`src/rtl/riscv_lsu_ctrl.sv`:
```
// riscv_lsu_ctrl: sequences EX load/store ops onto a single-outstanding req/gnt/rvalid data bus
module riscv_lsu_ctrl #(
  parameter int ADDR_WIDTH     = 32,
  parameter int TIMEOUT_CYCLES = 0
) (
  input  logic                  clk,
  input  logic                  rst,
  input  logic                  lsu_req_i,
  output logic                  lsu_ready_o,
  input  logic                  lsu_op_i,
  input  logic [2:0]            lsu_dtype_i,
  input  logic [ADDR_WIDTH-1:0] lsu_addr_i,
  input  logic [31:0]           lsu_wdata_i,
  output logic                  lsu_done_o,
  output logic [31:0]           lsu_rdata_o,
  output logic                  lsu_misaligned_o,
  output logic                  lsu_bus_err_o,
  output logic                  lsu_busy_o,
  output logic                  data_req_o,
  input  logic                  data_gnt_i,
  output logic                  data_we_o,
  output logic [3:0]            data_be_o,
  output logic [ADDR_WIDTH-1:0] data_addr_o,
  output logic [31:0]           data_wdata_o,
  input  logic                  data_rvalid_i,
  input  logic [31:0]           data_rdata_i,
  input  logic                  data_err_i
);
  typedef enum logic [1:0] {IDLE, REQ, RESP} state_e;
  localparam logic [15:0] TO_LAST = 16'(TIMEOUT_CYCLES - 1);
  state_e state, state_nx;
  logic op_q;
  logic [2:0] dtype_q;
  logic [1:0] off_q;
  logic [15:0] cnt;
  logic accept, misal, timeout, gnt_ev, rv_ev, leave;
  logic [31:0] shifted, ext;
  assign lsu_ready_o = state == IDLE;
  assign lsu_busy_o  = state != IDLE;
  assign accept  = lsu_req_i & lsu_ready_o;
  assign misal   = lsu_dtype_i[1] ? |lsu_addr_i[1:0] : lsu_dtype_i[0] & lsu_addr_i[0];
  assign timeout = (TIMEOUT_CYCLES != 0) && (cnt == TO_LAST);
  assign gnt_ev  = (state == REQ) && data_gnt_i;
  assign rv_ev   = (state == RESP) && data_rvalid_i;
  assign leave   = lsu_busy_o && (state_nx == IDLE);
  // dtype[1:0]: 00 byte, 01 half, 1x word; dtype[2] selects zero-extension
  assign shifted = data_rdata_i >> {off_q, 3'b000};
  assign ext = dtype_q[1] ? shifted :
               dtype_q[0] ? {{16{~dtype_q[2] & shifted[15]}}, shifted[15:0]} :
                            {{24{~dtype_q[2] & shifted[7]}}, shifted[7:0]};
  always_comb begin
    state_nx = state;
    case (state)
      IDLE:    state_nx = (accept && !misal) ? REQ : IDLE;
      REQ:     state_nx = gnt_ev ? RESP : timeout ? IDLE : REQ;
      RESP:    state_nx = (rv_ev || timeout) ? IDLE : RESP;
      default: state_nx = IDLE;
    endcase
  end
  always_ff @(posedge clk) begin
    if (rst) begin
      state            <= IDLE;
      cnt              <= '0;
      op_q             <= 1'b0;
      dtype_q          <= '0;
      off_q            <= '0;
      lsu_done_o       <= 1'b0;
      lsu_rdata_o      <= '0;
      lsu_misaligned_o <= 1'b0;
      lsu_bus_err_o    <= 1'b0;
      data_req_o       <= 1'b0;
      data_we_o        <= 1'b0;
      data_be_o        <= '0;
      data_addr_o      <= '0;
      data_wdata_o     <= '0;
    end else begin
      state            <= state_nx;
      cnt              <= (state_nx != state) ? '0 : cnt + 16'd1;
      lsu_done_o       <= (accept & misal) | leave;
      lsu_misaligned_o <= accept & misal;
      lsu_bus_err_o    <= leave & ~(rv_ev & ~data_err_i);
      lsu_rdata_o      <= (rv_ev && !data_err_i && !op_q) ? ext : '0;
      data_req_o       <= state_nx == REQ;
      if (accept) begin
        op_q         <= lsu_op_i;
        dtype_q      <= lsu_dtype_i;
        off_q        <= lsu_addr_i[1:0];
        data_we_o    <= lsu_op_i;
        data_addr_o  <= {lsu_addr_i[ADDR_WIDTH-1:2], 2'b00};
        data_be_o    <= lsu_dtype_i[1] ? 4'b1111 :
                        lsu_dtype_i[0] ? 4'b0011 << lsu_addr_i[1:0] : 4'b0001 << lsu_addr_i[1:0];
        data_wdata_o <= lsu_dtype_i[1] ? lsu_wdata_i :
                        lsu_dtype_i[0] ? {2{lsu_wdata_i[15:0]}} : {4{lsu_wdata_i[7:0]}};
      end
    end
  end
endmodule

```
`config.mk`:
```
export PLATFORM = sky130hd
export DESIGN_NAME = riscv_lsu_ctrl
export DESIGN_NICKNAME = d
export VERILOG_FILES = /design/src/rtl/riscv_lsu_ctrl.sv
export SDC_FILE = /design/constraint.sdc
export NUM_CORES = 1
export LEC_CHECK = 0
export CAP_MARGIN = 40
export CORE_ASPECT_RATIO = 0.9
export CORE_MARGIN = 8
export CORE_UTILIZATION = 45
export CTS_CLUSTER_SIZE = 8
export DETAILED_ROUTE_END_ITERATION = 8
export PLACE_DENSITY = 0.86
export SLEW_MARGIN = 10
export SYNTH_ARGS = -nofsm -noshare
export SYNTH_HDL_FRONTEND = slang
export SYNTH_SLANG_ARGS = --single-unit
```
`constraint.sdc`:
```
create_clock -name clk -period 4.2 [get_ports clk]
set_clock_uncertainty 0.15 [all_clocks]
set_input_delay 0.84 -clock clk [delete_from_list [all_inputs] [get_ports clk]]
set_output_delay 0.84 -clock clk [all_outputs]
set_load 0.02 [all_outputs]
```
Yosys cells after proc, flatten, opt, wreduce, memory -nomap -nowiden
Cells that the tools add are included.
- word-level logic and storage cells: 55
- input bits: 106
- register bits after elaboration: 110
- equality and inequality tests: 3
- shift operators: 3
- multiplexer cells: 11
- bitwise logic cells: 12
- reduce and logical (&&, ||, !) cells: 14
- operators by type and width (kind ; number):
    two-way mux 32 bit ; 4
    >> shifter 32 x 5 -> 32 bit ; 1
    two-way mux 4 bit ; 2
    AND 1 bit ; 7
    logical AND 1 bit ; 6
    case mux 2 bit (3 select lines) ; 1
    equality test 2 x 1 -> 1 bit (second input constant) ; 2
    logical NOT 2 bit ; 2
    two-way mux 2 bit ; 2
    NOT 1 bit ; 4
    OR reduction 2 bit ; 2
    left shift 1 x 2 -> 4 bit (first input constant) ; 1
    left shift 2 x 2 -> 4 bit (first input constant) ; 1
    logical NOT 1 bit ; 3
    equality test 2 bit (second input constant) ; 1
    two-way mux 1 bit ; 2
    nonzero test 2 bit ; 1
    OR 1 bit ; 1

Longest topological paths before layout
Gate-level depths: netlist of the first run.
- depth after elaboration: 9
- depth in mapped cells: 7
- gate-level depth less buffers: 3

Least setup slack after synthesis of the first run
No wires, ideal clock.
- path type: input port to flip-flop
- start point: input port rst
- end point: register lsu_rdata_o[21]
- arrival time: 1.877 ns
- path buffers: 2
- stages: 5
- slack: 2.081 ns
- setup time: 0.092 ns
- required time: 3.958 ns
- cell sequence: clkbuf_1 > nor2b_1 > o311ai_4 > buf_6 > o32ai_1
- longest elaborated chain between the ends: 1
- RTL lines (what ; RTL line ; text):
    start: declaration ; 7 ; input logic rst,
    OR reduction 2 bit (no source line) ; n/a ;
    end signal: assignment ; 82 ; lsu_rdata_o <= (rv_ev && !data_err_i && !op_q) ? ext : '0;
    end: declaration ; 15 ; output logic [31:0] lsu_rdata_o,
No other way between the ends.
A chain may end at the register's enable or synchronous reset.

Worst setup path after layout of the first run
- start point: register state[0]
- end point: output port lsu_ready_o
- longest elaborated chain between the ends: 1
- RTL lines (what ; RTL line ; text):
    start: declaration ; 31 ; state_e state, state_nx;
    start signal: assignment ; 77 ; state <= state_nx;
    logical NOT 2 bit ; 38 ; assign lsu_ready_o = state == IDLE;
    end: declaration ; 9 ; output logic lsu_ready_o,
No other way between the ends.

==> results of run 1 <==
worst max path at each step:
stage / from / to / slack, ps
floorplan: rst / lsu_rdata_o[21] / 2080
global placement: lsu_req_i / lsu_done_o / 1060
detailed placement: lsu_dtype_i[0] / data_req_o / 1180
CTS: state[0] / lsu_ready_o / 1410
global route: lsu_dtype_i[0] / data_req_o / 1240
finish: state[0] / lsu_ready_o / 1430
metrics by stage:
stage / util / power (mW) / setup slack (ps) / cell area, um2 / std cells
3_3_place_gp: 0.6620 / 1.672 / 1055 / 6696 / 820
3_5_place_dp: 0.6639 / 1.688 / 1180 / 6716 / 821
5_1_grt: 0.6954 / 2.677 / 1240 / 7034 / 837
2_1_floorplan: - / 1.424 / 2081 / 4607 / 521
6_report: 0.6954 / 2.571 / 1428 / 7034 / 837
4_1_cts: 0.6954 / 2.593 / 1411 / 7034 / 837
layout make-up:
cell class,instances,area [um2],share of cell area
clock inverters,3,67.56,0.009605
multi-input cells,353,2150,0.3056
clock buffers,13,250.2,0.03557
repair buffers,216,2155,0.3063
well taps,129,161.4,0.02295
inverters,13,48.80,0.006937
flip-flops and latches,110,2202,0.3131
layer usage:
layer / routed length [um] / GRT usage / vias to the layer above
met2: 7395 / 0.3605 / 151
met3: 1172 / 0.07436 / 35
met4: 525 / 0.1063 / 0
met1: 5620 / 0.2267 / 2056
li1: - / - / 2183
met5: 0 / 0 / -
flip-flops by register name, summed over array words and instances, names as in the netlist:
| signal | count |
|---|---|
| dtype_q | 3 |
| data_wdata_o | 32 |
| data_req_o | 1 |
| lsu_misaligned_o | 1 |
| data_we_o | 1 |
| off_q | 2 |
| lsu_done_o | 1 |
| lsu_rdata_o | 32 |
| data_be_o | 4 |
| data_addr_o | 30 |
| state | 2 |
| lsu_bus_err_o | 1 |
critical path: cells and delay by family (launching register included):
kind                   cells  cell delay [ps]
AND/OR/NAND/NOR            1              350
flip-flops                 1              440
buffers and inverters      2              640
logic make-up after synthesis:
kind of cell           after synthesis  share of synthesized area
multiplexers                        34                    0.08127
other                                1                  0.0008147
AO/OA/AOI/OAI                      137                     0.2058
flip-flops                         110                     0.4784
buffers and inverters               58                    0.05681
AND/OR/NAND/NOR                    180                     0.1769
layout by cell type (no fill, tap or decap), drive strengths merged, types with 12 or more instances in the layout:
| cell type | n |
|---|---|
| nor2b | 12 |
| clkdlybuf4s50 | 209 |
| dfxtp | 110 |
| mux2 | 17 |
| o32ai | 16 |
| inv | 13 |
| nor3 | 14 |
| a211oi | 24 |
| mux2i | 16 |
| nor2 | 25 |
| clkbuf | 13 |
| a21oi | 58 |
| nand2 | 106 |
power by group:
group / leakage [nW] / internal (mW) / switching (mW)
clock: 0.150 / 0.540 / 0.365
sequential: 0.901 / 1.10 / 0.0332
combinational: 1.51 / 0.262 / 0.272
==> results.md, run 1 <==
Global routing:
- The initial antenna violation count is 0.
- The total overflow left after global routing is 0.
- The first-pass GRT wire length is 23160 um.
- The number of global-route vias before repair is 4441.
- The total routing usage reported by global routing is 0.2119.
- The maximum number of pins on one net before global-route repair is 88.

Worst hold path:
- Along the worst hold path, the cell count comes to 2.
- The tightest min-delay check is of the reg2reg type.
- The worst hold path terminates at data_wdata_o[31].
- The worst hold path begins at data_wdata_o[31].

Cells and area:
- For this run, the post-layout net count is 809.
- The number of antenna diodes in the final layout is 0.
- In the final layout, the share of cells above drive strength 1 is 0.06780.
- The layout overhead on the synthesized area is 52.81%.
- The fill cell instance count of the final layout is 770.

Drt:
- After detailed routing, the number of remaining DRC violations is 0.
- Before antenna repair, the detailed router went through 5 iterations.
- In the final routed layout, each cell accounts on average for 17.58 um.
- Once detail routing completed, the nets flagged for antenna violations numbered 0.
- The via-per-instance ratio is 5.287.
- For this block, the initial DRC count from the detailed router was 239.
- The vias after detailed routing is 4425.
- The routed design has 14710 um of wire.

Synth:
- The Yosys warning count is 0.
- The netlist area before placement is 4603 um2.
- The flop and latch count out of synthesis is 110.
- Each instance of the synthesized netlist takes up on average 8.852 um2.
- The share of async-settable or async-resettable flops after synthesis is 0.
- sky130_fd_sc_hd__dfxtp_1 takes more of the synthesized area than any other cell.
- Yosys attributes the largest share of cell area to sky130_fd_sc_hd__dfxtp_1, sky130_fd_sc_hd__nand2_1, sky130_fd_sc_hd__a21oi_1.
- The number of distinct standard cells referenced by the synthesized netlist is 41.
- Counting flops with a built-in enable in the synthesized netlist gives 0.
- Ranked by instance count, the synthesized netlist is headed by sky130_fd_sc_hd__dfxtp_1, sky130_fd_sc_hd__nand2_1, sky130_fd_sc_hd__a21oi_1.
- The predominant post-synthesis flop cell is sky130_fd_sc_hd__dfxtp_1.
- Of the synthesized area, sequential elements account for 0.4784.
- Counting every instance in the synthesized netlist gives 520.
- In the post-synthesis netlist, the cell with the most instances is sky130_fd_sc_hd__dfxtp_1.
- Of the post-synthesis cell area, the dominant cell type holds 0.4784.

Placement:
- Port buffering added 210 buffers.
- Routability-driven placement finished with a final weighted congestion of 0.8872.
- The HPWL after detailed placement is 11180 um.

Floorplan:
- The floorplan step defined a die boundary enclosing 13730 um2.
- The count of pins on the block boundary is 213.
- The initialized floorplan defines 35 standard-cell rows.
- The region available for standard cell placement spans 10120 um2.
- The height of the chip is 112.0 um.
- The x dimension of the die is 122.6 um.
- The initial core utilization is 0.4550.

Clock network:
- The total number of clock tree sinks is 110.
- In this run the deepest clock path goes through 2 buffers.
- The clock root buffer master is sky130_fd_sc_hd__clkbuf_16.
- The number of instances resized during post-cts repair is 0.
- Clock-pin slew was measured on the worst setup and hold paths at 70 ps.
- The H-tree depth is 3.
- The later pin in the worst-skew pair is clocked with a latency of 340 ps.
- TritonCTS built the clock tree.
- In this run, post-CTS hold repair placed 0 buffers.
- The clock buffer count from CTS is 9.
- The number of setup buffers added after CTS is 0.

Timing:
- The tightest hold path in the finished design has a slack of 303.6 ps.
- The clock period minus worst slack is 2772 ps.
- The upper clock frequency limit is 360.8 MHz.
- The number of slew-limit violations in the final report is 0.
- Setup repair after global routing left no endpoint under its margin.
- Setup violations remaining at the end of the flow were counted as 0.
- Setup total negative slack on the finished layout was measured at 0 ps.
- Dividing the final minimum period by the clock period gives 0.6599.
- The count of endpoints failing hold in the final timing report is 0.
- The slew at the pin closest to its max-slew limit is 857.1 ps.
- Headroom to the max-slew limit came out at 0.4286.

Critical path:
- In this run the register-to-register setup slack is 2130 ps.
- For the worst setup path, the data arrival time is 1780 ps.
- The beginning of the worst register-to-register path is state[0].
- The largest single stage delay on the critical path is 590 ps.
- The element type at the critical path end is a primary output.
- Measured in cells, the most critical reg-to-reg path has a length of 3.
- Data on the critical path is required at its endpoint by 3210 ps.
- The endpoint identified for the worst register-to-register timing path is lsu_done_o.
- Traced cell by cell, the critical path runs through or2_2 > inv_1 > clkdlybuf4s50_1.
- The startpoint class of the critical path is a flip-flop.
- The startpoint-to-endpoint class of the critical path is reg2out.
- The slowest cell on the critical path is sky130_fd_sc_hd__clkdlybuf4s50_1.
- The maximum fanout count along the critical path is 10.

Pwr:
- The power density over the cells is 365.6 nW/um2.
- The analysis attributes to cell leakage a power of 2.559 nW.
- IR analysis of the VDD net gives a maximum drop of 0.2946 mV.

Run status:
- The flow ran to the end, and the final reports show no timing, DRC or antenna violations.

Run:
- Max-cap violations in this run came to 0.
Note: power is estimated with default switching activity, not from simulation.
==> run 2: changes to the inputs <==
--- a/config.mk
+++ b/config.mk
@@ -8,10 +8,10 @@
 export CAP_MARGIN = 40
 export CORE_ASPECT_RATIO = 0.9
 export CORE_MARGIN = 8
-export CORE_UTILIZATION = 45
+export CORE_UTILIZATION = 37
 export CTS_CLUSTER_SIZE = 8
 export DETAILED_ROUTE_END_ITERATION = 8
-export PLACE_DENSITY = 0.86
+export PLACE_DENSITY = 0.76
 export SLEW_MARGIN = 10
 export SYNTH_ARGS = -nofsm -noshare
 export SYNTH_HDL_FRONTEND = slang
==> constraint.sdc (replaced) <==
create_clock -name clk -period 2.47 [get_ports clk]
set_clock_uncertainty 0.15 [all_clocks]
set_input_delay 0.494 -clock clk [delete_from_list [all_inputs] [get_ports clk]]
set_output_delay 0.494 -clock clk [all_outputs]
set_load 0.02 [all_outputs]
==> results.md, run 2 (synthesis gave the netlist of run 1 again) <==
Run status:
- The flow ran to the end, and the final reports show no timing, DRC or antenna violations.

Critical path:
- Walking the worst path, the cells encountered are or2_2 > inv_1 > clkdlybuf4s50_1.
- The end of the worst register-to-register path is lsu_rdata_o[21].
- The kind of cell with the highest combined delay along the critical path is buffers and inverters.
- The startpoint class of the critical path is a flip-flop.
- The setup slack on the worst flop-to-flop path is 510 ps (-1620 ps).
- The maximum fanout count along the critical path is 9 (-1).
- The startpoint-to-endpoint class of the critical path is reg2out.
- The number of buffers and inverters on the critical path is 2 (unchanged).
- The data arrival at the endpoint of the critical path came to 1690 ps (-90 ps).
- The element type at the critical path end is a primary output.
- The maximum cell stage delay along the critical path is 590 ps (about the same).
- The logic depth of the worst register-to-register path came to 4 (+1).
- The largest individual stage delay along the critical path comes from the cell sky130_fd_sc_hd__clkdlybuf4s50_1.
- The beginning of the worst register-to-register path is off_q[1].
- The data required time at the worst endpoint is 1830 ps (-1380 ps).

Clock network:
- The clock slew seen by the registers of the worst setup and hold paths is 70 ps (about the same).
- Clock tree synthesis selected as its root buffer the cell sky130_fd_sc_hd__clkbuf_16.
- The count of hold buffers inserted by post-cts repair came to 0 (unchanged).
- The insertion delay of the later-clocked pin in the worst-skew pair is 340 ps (about the same).
- The clock buffer count from CTS is 9 (unchanged).
- The number of instances resized during post-cts repair is 0 (unchanged).
- The number of setup buffers added after CTS is 0 (unchanged).
- The H-tree depth is 3 (unchanged).
- The total number of clock tree sinks was 110 (unchanged).
- The clock tree from TritonCTS is yes.
- The deepest clock path buffer count is 2 (unchanged).

Placement:
- The HPWL after detailed placement is 11440 um (+2.3%).
- The placer congestion estimate is 0.8295 (-6.5%).
- The total of buffers placed on input and output ports was 210 (unchanged).
- The worst slack at placement was 113.8 ps (-1066 ps).

Timing:
- Setup repair after global routing left no endpoint under its margin.
- The final hold slack was 303.5 ps (-0.07900 ps).
- Timing would allow up to 427.8 MHz.
- The number of slew-limit violations in the final report came to 0 (unchanged).
- The fraction of the cycle the final worst path needs is 0.9464.
- The slew at the pin closest to its max-slew limit was 808.6 ps (-48.52 ps).
- The headroom to the max-slew limit is 0.4609 (+0.03235).
- The count of endpoints failing hold in the final timing report came to 0 (unchanged).
- The clock period minus worst slack is 2338 ps.
- The final critical-path setup slack was 132.5 ps (-1296 ps).
- The total setup violations reported at the end of the flow is 0 (unchanged).
- The post-route setup TNS came to 0 ps (unchanged).

Drt:
- The via-per-instance ratio is 5.060 (-4.3%).
- The remaining number of nets flagged by the antenna check after routing came to 0 (unchanged).
- The vias after detailed routing is 4448 (+0.52%).
- The residual DRC count is 0 (unchanged).
- The number of detailed-route iterations in the first pass came to 4 (-1).
- The number of design-rule violations left by the first detailed-router iteration is 256 (+7.1%).
- The detailed-route wire length is 14970 um (+1.7%).
- The per-cell routed wire length is 17.03 um (-3.1%).

Global routing:
- The fraction of met3 tracks used by global routing is 0.05926 (-0.01510).
- The global routing met2 resource utilization came to 0.3091 (-0.05146).
- The total routing usage reported by global routing is 0.1795 (-0.03245).
- The first-pass GRT wire length was 23830 um (+2.9%).
- The number of global-route vias before repair is 4433 (-0.18%).
- The layer flagged by global routing as most heavily used is met2.
- The maximum number of pins on one net before global-route repair is 78 (-11%).
- The initial antenna violation count is 0 (unchanged).
- The fraction of met1 tracks used by global routing was 0.2113 (-0.01543).
- The remaining global-route overflow is 0 (unchanged).

Cells and area:
- The number of antenna cells inserted is 0 (unchanged).
- The largest registers in the layout are data_wdata_o x32, lsu_rdata_o x32, data_addr_o x30.
- The layout overhead on the synthesized area is 55.01%.
- The layout net count came to 820 (+1.4%).
- The share of layout cells above drive strength 1 is 0.08623 (+0.01843).
- The most common cell after layout, fill and taps aside is sky130_fd_sc_hd__clkdlybuf4s50_1.
- The top cell types in the final layout, fill and taps aside, are sky130_fd_sc_hd__clkdlybuf4s50_1, sky130_fd_sc_hd__dfxtp_1, sky130_fd_sc_hd__nand2_1.

Worst hold path:
- The endpoint with the worst hold slack is data_addr_o[3].
- The hold path startpoint is data_addr_o[3].
- The number of stages on the worst hold path is 2 (unchanged).
- The worst hold-check path type is reg2reg.

Floorplan:
- The floorplan core area came to 12080 um2 (+19%).
- The x dimension of the die came to 133.6 um (+8.9%).
- The height of the chip is 121.8 um (+8.8%).
- The count of pins on the block boundary came to 213 (unchanged).
- The initial core utilization came to 0.3812 (-0.07388).
- The floorplan row count is 38 (+8.6%).
- The overall die area is 16270 um2 (+19%).

Pwr:
- The switching share of total power is 0.2796 (+0.01863).
- The share of power burned in the clock network was 0.325 (-0.027).
- The static power due to leakage came to 2.595 nW (+1.4%).
- The cell-internal power came to 3.046 mW (+60%).
- The combinational cell fraction of total power was 0.219 (+0.011).
- The switching component of the power is 1.182 mW (+76%).
- The total power is 4.228 mW (+64%).
- The worst IR drop on VDD came to 0.4108 mV (+39%).
- The sequential fraction of design power is 0.455 (+0.015).
- The power density over the cells is 592.5 nW/um2 (+62%).

Run:
- The count of maximum capacitance violations was 0 (unchanged).
[run 2: cell count changes in the layout (fill, tap and decap cells not counted), sizes merged]
| cell | before | now |
|---|---|---|
| buf | 7 | 18 |
| clkbuf | 13 | 10 |
| clkinvlp | 1 | 4 |
| bufinv | 2 | 0 |
| clkinv | 0 | 1 |
| inv | 13 | 14 |
[run 2: metal layers]
layer  vias up  part of all wire
met5         -                 0
met4         0             0.010
met3         9             0.080
met2       155              0.50
met1      2068              0.41
li1       2216                 -
[run 2: worst reg2reg max path: cells and delay by family (launching register included)]
kind / cells / cell delay [ps]
flops: 1 / 680
compound gates: 2 / 630
buf+inv: 1 / 280
simple gates: 1 / 120
[run 2: stage by stage]
step                instances    util  instance area, um2
floorplan                 521       -                4607
global placement          863  0.5672                6850
detailed placement        863  0.5672                6850
CTS                       879  0.5909                7136
global route              879  0.5909                7136
finish                    879  0.5909                7136
[run 2: cell type report]
| cell class | instances | area, um2 |
|---|---|---|
| Tap cell | 160 | 200.2 |
| Multi-Input combinational cell | 353 | 2150 |
| Clock inverter | 6 | 46.29 |
| Inverter | 13 | 48.80 |
| Sequential cell | 110 | 2202 |
| Timing Repair Buffer | 227 | 2250 |
| Fill cell | 1029 | 4941 |
| Clock buffer | 10 | 239.0 |
[run 2: power by group through the flow]
stage	Sequential (mW)	Clock (mW)	Combinational, mW
6_report	1.93	1.38	0.927
4_1_cts	1.93	1.41	0.930
3_3_place_gp	1.96	0	0.912
3_5_place_dp	1.97	0	0.925
2_1_floorplan	2.06	0	0.359
5_1_grt	1.94	1.48	0.999
[run 2: how the worst max path moves through the flow]
stage               cells after the start      start               to
CTS                                     3   state[1]      lsu_ready_o
finish                                  3   state[1]      lsu_ready_o
global placement                        5  lsu_req_i  data_addr_o[15]
global route                            3   state[1]      lsu_ready_o
detailed placement                      5  lsu_req_i   data_addr_o[6]
floorplan                               5        rst  lsu_rdata_o[21]
